$ cat config.mk
export PLATFORM = sky130hd
export DESIGN_NAME = digit_combiner_sec_msec
export DESIGN_NICKNAME = d
export VERILOG_FILES = /design/src/rtl/time_digit_pkg.sv /design/src/rtl/bcd_mac_x10.sv /design/src/rtl/digit_combiner_sec_msec.sv
export SDC_FILE = /design/constraint.sdc
export NUM_CORES = 1
export LEC_CHECK = 0
export BUFFER_PORTS_ARGS = -buffer_cell sky130_fd_sc_hd__buf_2
export CAP_MARGIN = 20
export CORE_ASPECT_RATIO = 0.6
export CORE_MARGIN = 5
export CORE_UTILIZATION = 55
export CTS_CLUSTER_SIZE = 16
export DETAILED_ROUTE_END_ITERATION = 8
export PLACE_DENSITY_LB_ADDON = 0.25
export SLEW_MARGIN = 10
export SYNTH_ARGS = -nofsm -noshare
export SYNTH_HDL_FRONTEND = slang
export SYNTH_HIERARCHICAL = 1
export SYNTH_SLANG_ARGS = --single-unit
$ cat constraint.sdc
create_clock -name i_clk -period 5.2 [get_ports i_clk]
set_input_delay 0.52 -clock i_clk [delete_from_list [all_inputs] [get_ports i_clk]]
set_output_delay 0.52 -clock i_clk [all_outputs]
set_load 0.005 [all_outputs]
$ cat src/rtl/time_digit_pkg.sv
// -----------------------------------------------------------------------------
// time_digit_pkg
// Shared constants and FSM encoding for the sec/msec digit split and combine
// blocks. Both the digit divider and the digit combiner import this package.
// -----------------------------------------------------------------------------
package time_digit_pkg;

  localparam logic [3:0] SEC_TENS_MAX = 4'd5;
  localparam logic [3:0] DIGIT_MAX    = 4'd9;
  localparam logic [6:0] SEC_MAX      = 7'd59;
  localparam logic [6:0] MSEC_MAX     = 7'd99;

  typedef enum logic [1:0] {
    ST_IDLE = 2'd0,
    ST_CONV = 2'd1,
    ST_DONE = 2'd2
  } conv_state_t;

endpackage

$ cat src/rtl/bcd_mac_x10.sv
// -----------------------------------------------------------------------------
// bcd_mac_x10
// Combinational multiply-by-ten-and-add for BCD packing:
//   mac_o = acc_i * 10 + digit_i, built as (acc << 3) + (acc << 1) + digit.
// Ports:
//   acc_i   [6:0]  running accumulator
//   digit_i [3:0]  BCD digit to add
//   mac_o   [6:0]  result; callers guarantee it stays <= 99
// -----------------------------------------------------------------------------
module bcd_mac_x10 (
  input  logic [6:0] acc_i,
  input  logic [3:0] digit_i,
  output logic [6:0] mac_o
);

  // Upper accumulator bits are shifted out of the 7-bit result; with a
  // validated accumulator (<= 9 whenever it is multiplied) nothing is lost.
  assign mac_o = {acc_i[3:0], 3'b000} + {acc_i[5:0], 1'b0} + {3'b000, digit_i};

endmodule

$ cat src/rtl/digit_combiner_sec_msec.sv
// -----------------------------------------------------------------------------
// digit_combiner_sec_msec
// Packs four BCD display digits (sec tens/ones, msec tens/ones) into binary
// sec (0..59) and msec (0..99) values for the time counter preload. One shared
// x10 MAC is stepped four times per request (start/busy/done handshake).
//
// Ports:
//   i_clk, i_rst_n          clock, asynchronous active-low reset
//   i_start                 request, sampled only in IDLE
//   i_sec_10/i_sec_1        BCD seconds digits
//   i_msec_10/i_msec_1      BCD msec digits
//   o_sec, o_msec           registered binary results, updated together
//   o_busy                  conversion in progress
//   o_done                  one-cycle pulse after results update
//   o_err                   one-cycle pulse when a request is rejected
//
// Build option: DIGIT_COMBINER_CLAMP_EN -- out-of-range digits are clamped
// (digit -> 9, sec tens -> SEC_TENS_MAX) and converted; o_err never fires.
// -----------------------------------------------------------------------------
module digit_combiner_sec_msec
  import time_digit_pkg::*;
#(
  parameter int         SEC_W        = 6,
  parameter int         MSEC_W       = 10,
  parameter logic [3:0] SEC_TENS_MAX = time_digit_pkg::SEC_TENS_MAX
) (
  input  logic              i_clk,
  input  logic              i_rst_n,
  input  logic              i_start,
  input  logic [3:0]        i_sec_10,
  input  logic [3:0]        i_sec_1,
  input  logic [3:0]        i_msec_10,
  input  logic [3:0]        i_msec_1,
  output logic [SEC_W-1:0]  o_sec,
  output logic [MSEC_W-1:0] o_msec,
  output logic              o_busy,
  output logic              o_done,
  output logic              o_err
);

  conv_state_t       state_q, state_d;
  logic [1:0]        step_q, step_d;
  logic [6:0]        acc_q, acc_d;
  logic [6:0]        sec_res_q, sec_res_d;
  logic [3:0]        sec10_q, sec10_d, sec1_q, sec1_d;
  logic [3:0]        msec10_q, msec10_d, msec1_q, msec1_d;
  logic [SEC_W-1:0]  sec_q, sec_d;
  logic [MSEC_W-1:0] msec_q, msec_d;
  logic              err_q, err_d;

  // Request digits after optional clamping, plus the acceptance decision.
  logic [3:0] sec10_in, sec1_in, msec10_in, msec1_in;
  logic       req_ok;

`ifdef DIGIT_COMBINER_CLAMP_EN
  always_comb begin
    sec10_in  = (i_sec_10  > SEC_TENS_MAX) ? SEC_TENS_MAX : i_sec_10;
    sec1_in   = (i_sec_1   > DIGIT_MAX)    ? DIGIT_MAX    : i_sec_1;
    msec10_in = (i_msec_10 > DIGIT_MAX)    ? DIGIT_MAX    : i_msec_10;
    msec1_in  = (i_msec_1  > DIGIT_MAX)    ? DIGIT_MAX    : i_msec_1;
    req_ok    = 1'b1;
  end
`else
  always_comb begin
    sec10_in  = i_sec_10;
    sec1_in   = i_sec_1;
    msec10_in = i_msec_10;
    msec1_in  = i_msec_1;
    req_ok    = (i_sec_10 <= SEC_TENS_MAX) && (i_sec_10 <= DIGIT_MAX) &&
                (i_sec_1 <= DIGIT_MAX) && (i_msec_10 <= DIGIT_MAX) &&
                (i_msec_1 <= DIGIT_MAX);
  end
`endif

  // Shared MAC. Even steps start a new number, so the accumulator input is
  // forced to zero there instead of spending an extra cycle clearing it.
  logic [6:0] mac_acc, mac_out;
  logic [3:0] mac_digit;

  always_comb begin
    mac_acc   = step_q[0] ? acc_q : 7'd0;
    mac_digit = msec1_q;
    case (step_q)
      2'd0:    mac_digit = sec10_q;
      2'd1:    mac_digit = sec1_q;
      2'd2:    mac_digit = msec10_q;
      default: mac_digit = msec1_q;
    endcase
  end

  bcd_mac_x10 u_mac (
    .acc_i   (mac_acc),
    .digit_i (mac_digit),
    .mac_o   (mac_out)
  );

  always_comb begin
    state_d   = state_q;
    step_d    = step_q;
    acc_d     = acc_q;
    sec_res_d = sec_res_q;
    sec10_d   = sec10_q;
    sec1_d    = sec1_q;
    msec10_d  = msec10_q;
    msec1_d   = msec1_q;
    sec_d     = sec_q;
    msec_d    = msec_q;
    err_d     = 1'b0;
    case (state_q)
      ST_IDLE: begin
        if (i_start) begin
          sec10_d  = sec10_in;
          sec1_d   = sec1_in;
          msec10_d = msec10_in;
          msec1_d  = msec1_in;
          if (req_ok) begin
            state_d = ST_CONV;
            step_d  = 2'd0;
            acc_d   = 7'd0;
          end else begin
            err_d = 1'b1;
          end
        end
      end
      ST_CONV: begin
        step_d = step_q + 2'd1;
        case (step_q)
          2'd0: acc_d = mac_out;
          2'd1: sec_res_d = mac_out;
          2'd2: acc_d = mac_out;
          default: begin
            // Both outputs load on the same edge so the counter never sees
            // a half-updated time.
            sec_d   = SEC_W'(sec_res_q);
            msec_d  = MSEC_W'(mac_out);
            state_d = ST_DONE;
          end
        endcase
      end
      ST_DONE: state_d = ST_IDLE;
      default: state_d = ST_IDLE;
    endcase
  end

  always_ff @(posedge i_clk or negedge i_rst_n) begin
    if (!i_rst_n) begin
      state_q   <= ST_IDLE;
      step_q    <= 2'd0;
      acc_q     <= 7'd0;
      sec_res_q <= 7'd0;
      sec10_q   <= 4'd0;
      sec1_q    <= 4'd0;
      msec10_q  <= 4'd0;
      msec1_q   <= 4'd0;
      sec_q     <= '0;
      msec_q    <= '0;
      err_q     <= 1'b0;
    end else begin
      state_q   <= state_d;
      step_q    <= step_d;
      acc_q     <= acc_d;
      sec_res_q <= sec_res_d;
      sec10_q   <= sec10_d;
      sec1_q    <= sec1_d;
      msec10_q  <= msec10_d;
      msec1_q   <= msec1_d;
      sec_q     <= sec_d;
      msec_q    <= msec_d;
      err_q     <= err_d;
    end
  end

  assign o_sec  = sec_q;
  assign o_msec = msec_q;
  assign o_busy = (state_q == ST_CONV);
  assign o_done = (state_q == ST_DONE);
  assign o_err  = err_q;

endmodule

# Word level (Yosys, flattened, before mapping)
# Cells that the tools add are included.
# Widths: inputs -> output; s select.
# totals
reg_bits	46
input_bits	19
out_inout_bits	19
wordCells	59
# op_classes
n_addsub	3
order_cmp	5
eq_ne	8
n_mux	16
bitwise	1
n_reduce_logical	15
# op_table
operator	count
$mux 6	4
$le 4x4->1 const B	4
$pmux 4 s3	1
$pmux 6 s2	1
$mux 2	5
$ne 2x2->1 const B	4
$pmux 2 s2	2
$add 7x4->7	1
$add 7x7->7	1
$reduce_and 2->1	3
$reduce_and 3->1	2
$eq 2x1->1 const B	2
$eq 2x2->1 const B	2
$le 4x3->1 const B	1
$logic_and 1x1->1	4
$logic_not 2->1	2
$reduce_and 4->1	1
$mux 1	3
$reduce_or 3->1	1
$add 2x1->2 const B	1
$reduce_bool 2->1	1
$reduce_or 2->1	1
$not 1->1	1

# Logic depth before layout (Yosys ltp)
# depth
depth_word	8
depth_mapped	14
depth_no_buf	13

# Hierarchy
# The synthesis kept the hierarchy.
# by_module_without_submodules
module	n_inst	cells_per_inst	area_each_um2	seq_area_each_um2
digit_combiner_sec_msec	1	163	2164.6	1176.1
bcd_mac_x10	1	29	254.0	0.0

# Least setup slack after synthesis
# No wires, ideal clock.
# synth_timing
path_type	reg2reg
from	reg step_q[0]
to	reg msec_q[6] (netlist: o_msec[6])
setup_ps	125
t_arrival_ps	2891
required_ps	5075
setup_slack_ps	2184
path_stages_with_launch	14
n_path_buf	1
synth_period_minus_slack_ps	3016
cell_sequence	dfrtp_1 -> clkbuf_1 -> inv_1 -> ha_1 -> a222oi_1 -> mux2i_1 -> inv_1 -> fa_1 -> fa_1 -> inv_1 -> a21o_1 -> a21oi_2 -> xnor2_1 -> mux2_2
# synth_via
word_cells_on_any_way	10
cone_classes	2 x add/sub; 2 x eq/ne; 2 x mux; 1 x bitwise; 3 x reduce/logical
# synth_lines
element	line	text
from (decl)	digit_combiner_sec_msec.sv:42	logic [1:0] step_q, step_d;
from (signal assigned)	digit_combiner_sec_msec.sv:160	step_q <= step_d;
$eq 2x2->1 (tied with other cells)	digit_combiner_sec_msec.sv:83	case (step_q)
$pmux 4 s3 *	digit_combiner_sec_msec.sv:83	
net mac_digit[3]	digit_combiner_sec_msec.sv:78	logic [3:0] mac_digit;
$add 7x4->7 *	bcd_mac_x10.sv:18	assign mac_o = {acc_i[3:0], 3'b000} + {acc_i[5:0], 1'b0} + {3'b000, digit_i};
net mac_out[6]	digit_combiner_sec_msec.sv:77	logic [6:0] mac_acc, mac_out;
to (signal assigned)	digit_combiner_sec_msec.sv:168	msec_q <= msec_d;
to (decl)	digit_combiner_sec_msec.sv:48	logic [MSEC_W-1:0] msec_q, msec_d;
# Mark *: on every way through the listed nets, which the timed path passes. The rest lies on a longest branch.
# A chain may end at the register's enable or synchronous reset.

# Final worst setup path
# layout_timing
from	reg step_q[0]
to	reg acc_q[4]
# layout_via
elab_chain_len	5
word_cells_on_any_way	12
cone_classes	2 x add/sub; 3 x eq/ne; 4 x mux; 3 x reduce/logical
# layout_rtl
element	line	text
$eq 2x2->1 (tied with other cells)	digit_combiner_sec_msec.sv:83	
$pmux 4 s3 *	digit_combiner_sec_msec.sv:83	
net mac_digit[3]	digit_combiner_sec_msec.sv:78	
$add 7x4->7 *	bcd_mac_x10.sv:18	
net mac_out[4]	digit_combiner_sec_msec.sv:77	
$mux 6 *	digit_combiner_sec_msec.sv:127	case (step_q)
$pmux 6 s2 *	digit_combiner_sec_msec.sv:109	case (state_q)
to (signal assigned)	digit_combiner_sec_msec.sv:149	acc_q <= 7'd0;
to (signal assigned)	digit_combiner_sec_msec.sv:161	acc_q <= acc_d;
to (decl)	digit_combiner_sec_msec.sv:43	logic [6:0] acc_q, acc_d;
# Mark *: on every way through the listed nets, which the timed path passes. The rest lies on a longest branch. The select of a mux whose other input is x is not followed.

==> results_dict.tcl <==
set metrics [dict create \
    outcome "finished clean" \
    synth_area_per_cell_um2 12.7 \
    port_buffers 34 \
    grt_use_total 0.186 \
    cp_cell_sequence "inv_1, ha_1, a222oi_1, mux2i_1, inv_1, fa_1, fa_1, xnor2_1, nand3_1, a22oi_1" \
    finalSetupViolCount 0 \
    max_freq_mhz 317 \
    start_util 0.572 \
    crit_buf_inv 2 \
    antenna_cells 0 \
    crit_fanout 11 \
    worstSkewPairLatency_ns 0.29 \
    post_cts_resized 0 \
    post-place-ws_ns 2.10 \
    antenna_left 0 \
    setup_ws_ns 2.05 \
    cts-root-buf "clkbuf_8" \
    powerDensity_nw_per_um2 614 \
    ios 38 \
    fin_nets 250 \
    fin_util 0.639 \
    slowest_stage "dfrtp_1" \
    critPathLaunchType "flop" \
    layout-drive-gt1-share 0.376 \
    crit_arrival_ns 3.36 \
    clkTransAtPathRegs_ns 0.09 \
    cts_buffers 5 \
    cts_tree "done" \
    skew_ns 0.00593 \
    drt-initial-drc-count 104 \
    netlist_area_um2 2370 \
    drt_wl_total_um 4780 \
    synth_warnings 6 \
    area_growth_pct 11.7 \
    cts_sinks 46 \
    power.total_mw 1.63 \
    vias_per_cell 5.46 \
    path_class "flop to flop" \
    critPathTopFamily "adder cells" \
    cts_hold_buf 0 \
    hold_path.class "input port to async pin" \
    slew_viol_final 0 \
    dpl.hpwl_um 3530 \
    rsz0062_at_grt "false" \
    fill_cells 330 \
    die_h_um 60.8 \
    die-area_um2 5760 \
    min_period_ns 3.15 \
    remaining_drc_errors 0 \
    hold_viol 0 \
    rows 18 \
    cpPeakStageDelay_ns 0.51 \
    core-area_um2 4140 \
    setup_tns_ns 0 \
    worst_ep_required_time_ns 5.41 \
    first_pass_iters 4 \
    vias 1518 \
    grt_overflow 0 \
    die_w_um 94.7 \
    critPathCaptureType "flop" \
    clockBufferDepth 2 \
    cts_setup_buffers 0 \
    gp_congestion 0.843 \
    wl_per_cell_um 17.2 \
    leakagePower_nw 1.34 \
    peakVddDrop_v 0.000275 \
    max_cap_viol_count 0 \
    grt_start_max_net_pins 47 \
    htree_levels 2 \
    grt_pass1_vias 1594 \
    grt_pass1_wl_um 8040 \
    fin_crit_sh 0.606 \
    syn_inst 187 \
    grt_antenna_before_repair 0 \
]
## metrics by stage
step | cell area (um2) | hold slack, ns | cells
finish | 2650 | 0.0896 | 278
global route | 2650 | 0.103 | 278
CTS | 2630 | 0.419 | 277
detailed placement | 2520 | 0.489 | 269
global placement | 2520 | 0.482 | 269
floorplan | 2380 | 0.224 | 189
## sequential cells by signal, summed over array words and instances, names as in the netlist
name and cells:
o_msec 7, acc_q 6, o_sec 6, sec_res_q 6
msec10_q 4, msec1_q 4, sec10_q 4, sec1_q 4
state_q 2, step_q 2, o_err 1
## layout make-up
| class | count | area, um2 | area share |
|---|---|---|---|
| clock buffer | 6 | 72.6 | 0.0274 |
| sequential | 46 | 1150 | 0.435 |
| tap | 60 | 75.1 | 0.0284 |
| inverter | 18 | 67.6 | 0.0255 |
| multi-input combinational | 111 | 1050 | 0.398 |
| clock inverter | 2 | 37.5 | 0.0142 |
| timing repair buffer | 35 | 190 | 0.0718 |
## power breakdown
group	switching (mW)	leakage (nW)	internal, mW
Clock	0.119	0.0514	0.143
Combinational	0.392	0.723	0.363
Sequential	0.0951	0.566	0.514
## metal layers
| metal | track usage | wire length, um | share of wire | vias up |
|---|---|---|---|---|
| li1 | - | - | - | 692 |
| met1 | 0.269 | 2350 | 0.49 | 765 |
| met2 | 0.274 | 2060 | 0.43 | 54 |
| met3 | 0.0496 | 322 | 0.067 | 7 |
| met4 | 0.0637 | 46 | 0.0096 | 0 |
| met5 | 0 | 0 | 0 | - |
## path summary, 6_finish.rpt
kind | start | endpoint | slack (ns) | depth (start not counted)
max | step_q[0] | acc_q[4] | 2.05 | 10
min | i_rst_n | o_msec[1] | 0.09 | 1
max reg2reg | step_q[0] | acc_q[4] | 2.05 | 10
min reg2reg | o_msec[2] | o_msec[2] | 0.51 | 1
max in group asynchronous | i_rst_n | state_q[0] | 4.63 | 2
min in group i_clk | i_sec_10[0] | sec10_q[0] | 0.46 | 2
## placed cells by master (no fill, tap or decap), types with 2 or more instances in the layout
master,instances
dfrtp_1,46
nor2_1,2
fa_1,2
a21o_1,2
xnor2_1,6
ha_1,12
mux2i_1,5
a222oi_1,4
clkbuf_8,5
and2_1,6
buf_2,34
o21ai_0,9
inv_1,18
a21oi_1,3
mux2_4,10
mux2_2,25
nand3_1,6
a22oi_1,6
conb_1,3
## worst reg2reg max path, delay by kind of cell (launching register included)
| kind | cells | cell delay [ns] |
|---|---|---|
| adders and majority gates | 3 | 1.23 |
| DFF | 1 | 0.51 |
| AOI/OAI and AO/OA | 2 | 0.51 |
| xor gates and xnor gates | 1 | 0.38 |
| buffers and inverters | 2 | 0.21 |
| muxes | 1 | 0.12 |
| and+or+nand+nor | 1 | 0.12 |
(Power assumes the default switching activity.)
